**src/rtl/pipeline_stage_pkg.sv**
```systemverilog
// Shared types for the elastic pipeline stage register.
// The skid FSM encoding is only used when SKID_BUFFER_EN is defined.
package pipeline_stage_pkg;

  typedef enum logic [1:0] {
    Empty = 2'd0,
    Busy  = 2'd1,
    Full  = 2'd2
  } skid_state_t;

endpackage

```
**src/rtl/pipeline_skid_slot.sv**
```systemverilog
// Single hold register for the second entry of the skid buffer.
// Only compiled when SKID_BUFFER_EN is defined; the default build has no skid slot.
`ifdef SKID_BUFFER_EN
module pipeline_skid_slot #(
  parameter int unsigned              DATA_WIDTH = 32,
  parameter logic [DATA_WIDTH-1:0]    BUBBLE     = '0
) (
  input  logic                  clock,
  input  logic                  reset,
  input  logic                  load,
  input  logic                  clear,
  input  logic [DATA_WIDTH-1:0] d,
  output logic [DATA_WIDTH-1:0] q
);

  // Hold register: clear wins over load so a flush never keeps a payload.
  always_ff @(posedge clock or negedge reset) begin
    if (!reset) begin
      q <= BUBBLE;
    end else if (clear) begin
      q <= BUBBLE;
    end else if (load) begin
      q <= d;
    end
  end

endmodule
`endif

```
**src/rtl/pipeline_stage_register.sv**
```systemverilog
// Elastic valid/ready register between two dataflow stages, with flush to BUBBLE.
// Build option SKID_BUFFER_EN: 2-entry skid buffer with registered in_ready.
// Without it: 1-entry register with combinational in_ready.
module pipeline_stage_register
  import pipeline_stage_pkg::*;
#(
  parameter int unsigned           DATA_WIDTH = 32,
  parameter logic [DATA_WIDTH-1:0] BUBBLE     = '0
) (
  input  logic                  clock,
  input  logic                  reset,
  input  logic                  flush,
  input  logic                  in_valid,
  output logic                  in_ready,
  input  logic [DATA_WIDTH-1:0] in_data,
  output logic                  out_valid,
  input  logic                  out_ready,
  output logic [DATA_WIDTH-1:0] out_data
);

  logic in_xfer;
  logic out_xfer;

  assign in_xfer  = in_valid && in_ready;
  assign out_xfer = out_valid && out_ready;

`ifdef SKID_BUFFER_EN

  skid_state_t           state_q;
  skid_state_t           state_d;
  logic                  out_load;
  logic                  out_from_skid;
  logic                  skid_load;
  logic [DATA_WIDTH-1:0] skid_q;

  pipeline_skid_slot #(
    .DATA_WIDTH (DATA_WIDTH),
    .BUBBLE     (BUBBLE)
  ) u_skid_slot (
    .clock (clock),
    .reset (reset),
    .load  (skid_load),
    .clear (flush),
    .d     (in_data),
    .q     (skid_q)
  );

  // Next-state and datapath steering; the skid slot only fills while the output is stalled.
  always_comb begin
    state_d       = state_q;
    out_load      = 1'b0;
    out_from_skid = 1'b0;
    skid_load     = 1'b0;
    if (flush) begin
      state_d = Empty;
    end else begin
      unique case (state_q)
        Empty: begin
          if (in_xfer) begin
            state_d  = Busy;
            out_load = 1'b1;
          end
        end
        Busy: begin
          unique case ({in_xfer, out_xfer})
            2'b11: out_load = 1'b1;
            2'b10: begin
              state_d   = Full;
              skid_load = 1'b1;
            end
            2'b01: state_d = Empty;
            default: state_d = Busy;
          endcase
        end
        Full: begin
          if (out_xfer) begin
            state_d       = Busy;
            out_load      = 1'b1;
            out_from_skid = 1'b1;
          end
        end
        default: state_d = Empty;
      endcase
    end
  end

  // State, output register and registered handshake flags derived from the next state.
  always_ff @(posedge clock or negedge reset) begin
    if (!reset) begin
      state_q   <= Empty;
      out_valid <= 1'b0;
      in_ready  <= 1'b1;
      out_data  <= BUBBLE;
    end else begin
      state_q   <= state_d;
      out_valid <= (state_d != Empty);
      in_ready  <= (state_d != Full);
      if (flush) begin
        out_data <= BUBBLE;
      end else if (out_load) begin
        out_data <= out_from_skid ? skid_q : in_data;
      end
    end
  end

`else

  // Accept whenever the output slot is empty or being drained this cycle.
  always_comb begin
    in_ready = !out_valid || out_ready;
  end

  // Single output register; flush beats a same-cycle input transfer.
  always_ff @(posedge clock or negedge reset) begin
    if (!reset) begin
      out_valid <= 1'b0;
      out_data  <= BUBBLE;
    end else if (flush) begin
      out_valid <= 1'b0;
      out_data  <= BUBBLE;
    end else if (in_ready) begin
      out_valid <= in_valid;
      if (in_valid) begin
        out_data <= in_data;
      end
    end
  end

`endif

endmodule

```
**config.mk**
```make
export PLATFORM = sky130hd
export DESIGN_NAME = pipeline_stage_register
export DESIGN_NICKNAME = d
export VERILOG_FILES = /design/src/rtl/pipeline_stage_pkg.sv /design/src/rtl/pipeline_skid_slot.sv /design/src/rtl/pipeline_stage_register.sv
export SDC_FILE = /design/constraint.sdc
export NUM_CORES = 1
export LEC_CHECK = 0
export CORE_ASPECT_RATIO = 0.75
export CORE_MARGIN = 3
export CORE_UTILIZATION = 37
export DETAILED_ROUTE_END_ITERATION = 10
export PLACE_DENSITY = 0.75
export SLEW_MARGIN = 20
export SYNTH_ARGS = -nofsm -noshare
export SYNTH_HDL_FRONTEND = slang
export SYNTH_HIERARCHICAL = 1
export SYNTH_SLANG_ARGS = --single-unit
```
**constraint.sdc**
```tcl
create_clock -name clock -period 1 [get_ports clock]
set_input_delay 0.25 -clock clock [delete_from_list [all_inputs] [get_ports clock]]
set_output_delay 0.25 -clock clock [all_outputs]
set_load 0.005 [all_outputs]
```
After elaboration in Yosys (flattened, before gate mapping) --
Cells that the tools add are included. W data, S select, Z words.
Storage, ports and cells: bits in registers 33, input port bits 37, output and inout port bits 34, word-level logic and storage cells 12
Cells by class: mux-type cells 5, reductions and logical operators 5
Operators by type and width (count):
- $mux W32 | 3
- $reduce_bool A2 Y1 | 2
- $mux W1 | 2
- $reduce_and A2 Y1 | 1
- $logic_not A1 Y1 | 1
- $logic_or A1 B1 Y1 | 1

Longest topological paths before layout --
Gate-level depths: netlist of run 1.
depth after elaboration 4, depth in mapped cells 5, mapped depth without buffers 3

Least setup slack after synthesis of run 1 --
OpenSTA, ideal clock, no wires.
path type register -> register, start reg out_valid, end reg out_data[18], setup time 0.076 ns, data arrival time 0.995 ns, data required time 0.924 ns, setup slack -0.071 ns, stages on the path, launching flop included 6, buffers on the path 2, period minus slack after synthesis 1.071 ns, cells stage by stage dfrtp_1 > nand2b_4 > buf_6 > buf_6 > a21bo_1 > a21oi_2
Between the ends: cells in the longest elaborated chain, start to end 4
RTL lines:
- start, declared | RTL line pipeline_stage_register.sv:16 | output logic out_valid,
- start signal, assigned | RTL line pipeline_stage_register.sv:122 | out_valid <= in_valid;
- $logic_not A1 Y1 | RTL line pipeline_stage_register.sv:110 | in_ready = !out_valid || out_ready;
- $logic_or A1 B1 Y1 | RTL line pipeline_stage_register.sv:110
- $reduce_bool A2 Y1 (no line)
- $reduce_and A2 Y1 (no line)
- end signal, assigned | RTL line pipeline_stage_register.sv:124 | out_data <= in_data;
- end, declared | RTL line pipeline_stage_register.sv:18 | output logic [DATA_WIDTH-1:0] out_data
Every way passes these cells. A chain may end at the register's enable or synchronous reset.

Worst setup path after layout of run 1 --
start reg out_valid, end reg out_data[9]
The elaborated chain is that of the path after synthesis.

==> results of run 1 <==
-- sequential cells by signal (all words and copies together) (netlist names) --
name	cells
out_data	32
out_valid	1
-- cells in the final DEF (no fill, tap or decap), drive strengths merged --
master | netlist | routed
buf | 13 | 52
clkdlybuf4s50 | 0 | 34
nand3 | 32 | 32
dlygate4sd2 | 0 | 1
dfrtp | 33 | 33
inv | 1 | 1
a21bo | 32 | 32
nand2b | 1 | 1
a21oi | 33 | 33
clkbuf | 5 | 9
-- logic make-up (layout without fill, tap and decap cells) --
logic type	after synthesis	count (layout)	share of synthesized area, %
flops	33	33	51.3
simple gates	33	33	10.8
compound gates	65	65	31.6
buf+inv	19	97	6.30
-- cell type report --
class / count / area, sq um / area share [%]
well taps: 55 / 68.8 / 2.76
repair buffers: 88 / 781 / 31.3
inverters: 1 / 3.75 / 0.151
flip-flops and latches: 33 / 826 / 33.1
clock buffers: 8 / 80.1 / 3.21
multi-input cells: 98 / 734 / 29.5
-- per-layer routing --
metal	global-route usage (%)	up-vias
met5	0	-
met4	4.36	0
met3	5.57	5
met2	24.9	46
met1	22.1	692
li1	-	684
-- path summary, 6_finish.rpt --
kind | startpoint | to | slack (ns) | cells after the start
setup / recovery | out_valid$_DFFE_PN0P_ | out_data[9]$_DFFE_PN0P_ | -0.20 | 5
hold / removal | reset | out_data[25]$_DFFE_PN0P_ | 0.34 | 2
setup reg to reg | out_valid$_DFFE_PN0P_ | out_data[9]$_DFFE_PN0P_ | -0.20 | 5
hold reg to reg | out_data[3]$_DFFE_PN0P_ | out_data[3]$_DFFE_PN0P_ | 0.63 | 2
max in group asynchronous | reset | out_data[1]$_DFFE_PN0P_ | 0.48 | 2
min in group clock | in_valid | out_valid$_DFFE_PN0P_ | 0.44 | 4
-- timing repair --
item,4_1_cts,5_1_grt
endpoints found under the setup margin,67,67
pin swaps,13,5
endpoints found under the hold margin,0,0
gates cloned,1,1
gates resized for setup,155,3
setup buffers,4,4
-- worst max-delay path: cells and delay by family (launching register included) --
family | cells | cell delay, ns
DFF | 1 | 0.41
AOI/OAI and AO/OA | 2 | 0.33
buffers and inverters | 2 | 0.28
and+or+nand+nor | 1 | 0.11
-- power by group --
part	switching, uW	internal, uW	total (uW)	leakage (uW)
Sequential	35.4	1410	1440	0.000441
Combinational	267	375	642	0.000679
Clock	437	494	930	0.0000395
-- through the flow --
| stage | worst slack, ns | TNS, ns | area [sq um] |
|---|---|---|---|
| floorplan | -0.0337 | -0.381 | 1620 |
| global placement | -0.569 | -19.05 | 2410 |
| detailed placement | -0.583 | -20.17 | 2410 |
| CTS | -0.223 | -7.37 | 2440 |
| global route | -0.252 | -8.93 | 2490 |
| finish | -0.200 | -5.53 | 2490 |
==> run summary, run 1 <==
### Floorplan
* Die Y-Extent: 63.1 microns
* area of the die: 5180 sq um
* Starting Density: 39.0%
* Core Box Area: 4130 sq um
* # IOs: 71
* standard-cell row count: 20
* die extent in x: 82.1 microns

### Logic synthesis
* FFs w/ async S/R, synth: 100%
* leading area contributor after synthesis: sky130_fd_sc_hd__dfrtp_1
* Yosys top cell area share: 51.3%
* Gate Count Post-Synth: 150
* net count after synthesis: 187
* number of synthesized register bits: 33
* cell types with the highest counts after synthesis: sky130_fd_sc_hd__dfrtp_1, sky130_fd_sc_hd__nand3_1, sky130_fd_sc_hd__a21oi_1
* sequential share of the synthesized area: 51.3%
* count of different cell masters after synthesis: 12
* most common cell in the netlist: sky130_fd_sc_hd__dfrtp_1
* Yosys Warn Count: 6
* most used flip-flop cell after synthesis: sky130_fd_sc_hd__dfrtp_1
* Area contributors post-synth: sky130_fd_sc_hd__dfrtp_1, sky130_fd_sc_hd__a21bo_2, sky130_fd_sc_hd__nand3_1
* synthesized area per cell: 10.7 sq um
* Post-synth EDFFs: 0
* area of the mapped netlist: 1610 sq um

### STA
* Tightest Pin Transition: 0.197 ns
* maximum clock skew at final layout: 0.00468 ns
* Rel. slew slack: 86.8%
* shortest period the worst path allows: 1.20 ns
* Setup violations, final: 67
* count of pins over their slew limit: 0
* hold slack: 0.338 ns
* maximum clock frequency: 0.833 GHz
* post-route setup slack: -0.200 ns
* unrepaired setup endpoints after global routing: true
* final-report hold violation count: 0
* final critical-path share of the clock period: 120%

### Clocking
* # hold bufs at CTS: 0
* worst skew pair latency: 0.27 ns
* clock input transition at the sequential cells of the worst setup and hold paths: 0.07 ns
* Sinks on Clock Net: 33
* TritonCTS clock tree: done
* H-Tree Level Count: 2
* Max Root-Sink Buffers: 2
* Clock Tree Root: sky130_fd_sc_hd__clkbuf_8
* Inserted Clock Buffers: 5

### Place
* port bufs: 70
* RePlAce Congestion: 0.631
* Placed Cells incl. Taps: 266
* Detailed Place HPWL: 2640 microns

### Route
* highest routing layer actually used: met4
* met1 wire length: 1840 microns
* DR iter-0 viols: 73
* post-detailed-routing wire length: 4110 microns
* drt pass-1 iters: 4
* antenna viol nets, final: 0
* DR WL met3: 356 microns
* vias post-DR: 1,427
* sum of met2 wire segment lengths after detailed routing: 1890 microns
* average wire length per cell after detail routing: 14.5 microns
* DR DRC count: 0
* vias per cell: 5.04

### Critical path
* Worst Setup Start Kind: register
* worst-path cell chain: nand2b_4 -> buf_8 -> buf_12 -> a21bo_4 -> a21oi_2
* Crit Path Category: register to register
* Crit path largest cell delay: 0.41 ns
* library cell contributing the largest single delay on the critical path: sky130_fd_sc_hd__dfrtp_1
* Max FO, Critical Path: 7
* required time at the worst-slack endpoint: 1.20 ns
* CP Data Arrival Time: 1.40 ns
* CP endpoint kind: register

### Status
* violations in the final reports: negative setup slack
* run status: finished, violations left

### Global routing
* number of global-route vias before repair: 1,381
* number of antenna violations at the first check in global routing: 0
* sum of overflow across all layers after global routing: 0
* global routing usage summed across all routing layers: 16.3%
* global-route wire length before repair: 6530 microns
* largest net degree at the start of global routing: 38

### Pwr
* Pleak: 0.00116 uW
* PD cells: 1210 nW/um^2
* highest ir drop seen on vdd: 0.000647 V
* total chip power: 3020 uW

### Flow run
* total of max-cap violations: 0

### Layout
* post-route insts no fill: 283
* fill cell total of the finished layout: 380
* Final Core Density: 60.4%
* # diodes: 0
* area added between synthesis and finish: 55.0%
* Total Nets Final: 264
* share of final-layout standard cells stronger than drive strength 1: 45.2%

### Hold path
* type of the most critical hold path: input pin to async pin

Note: power is estimated with default switching activity, not from simulation.
==> inputs of run 2 (changes only) <==
- SLEW_MARGIN: 20 -> 0
==> results of run 2 <==
Same layout as run 1: the final DEF is identical, and so are final timing and power.
==> inputs of run 3 (changes only) <==
- CTS_CLUSTER_SIZE: default -> 30
==> results of run 3 <==
Same layout as run 1: the final DEF is identical, and so are final timing and power.
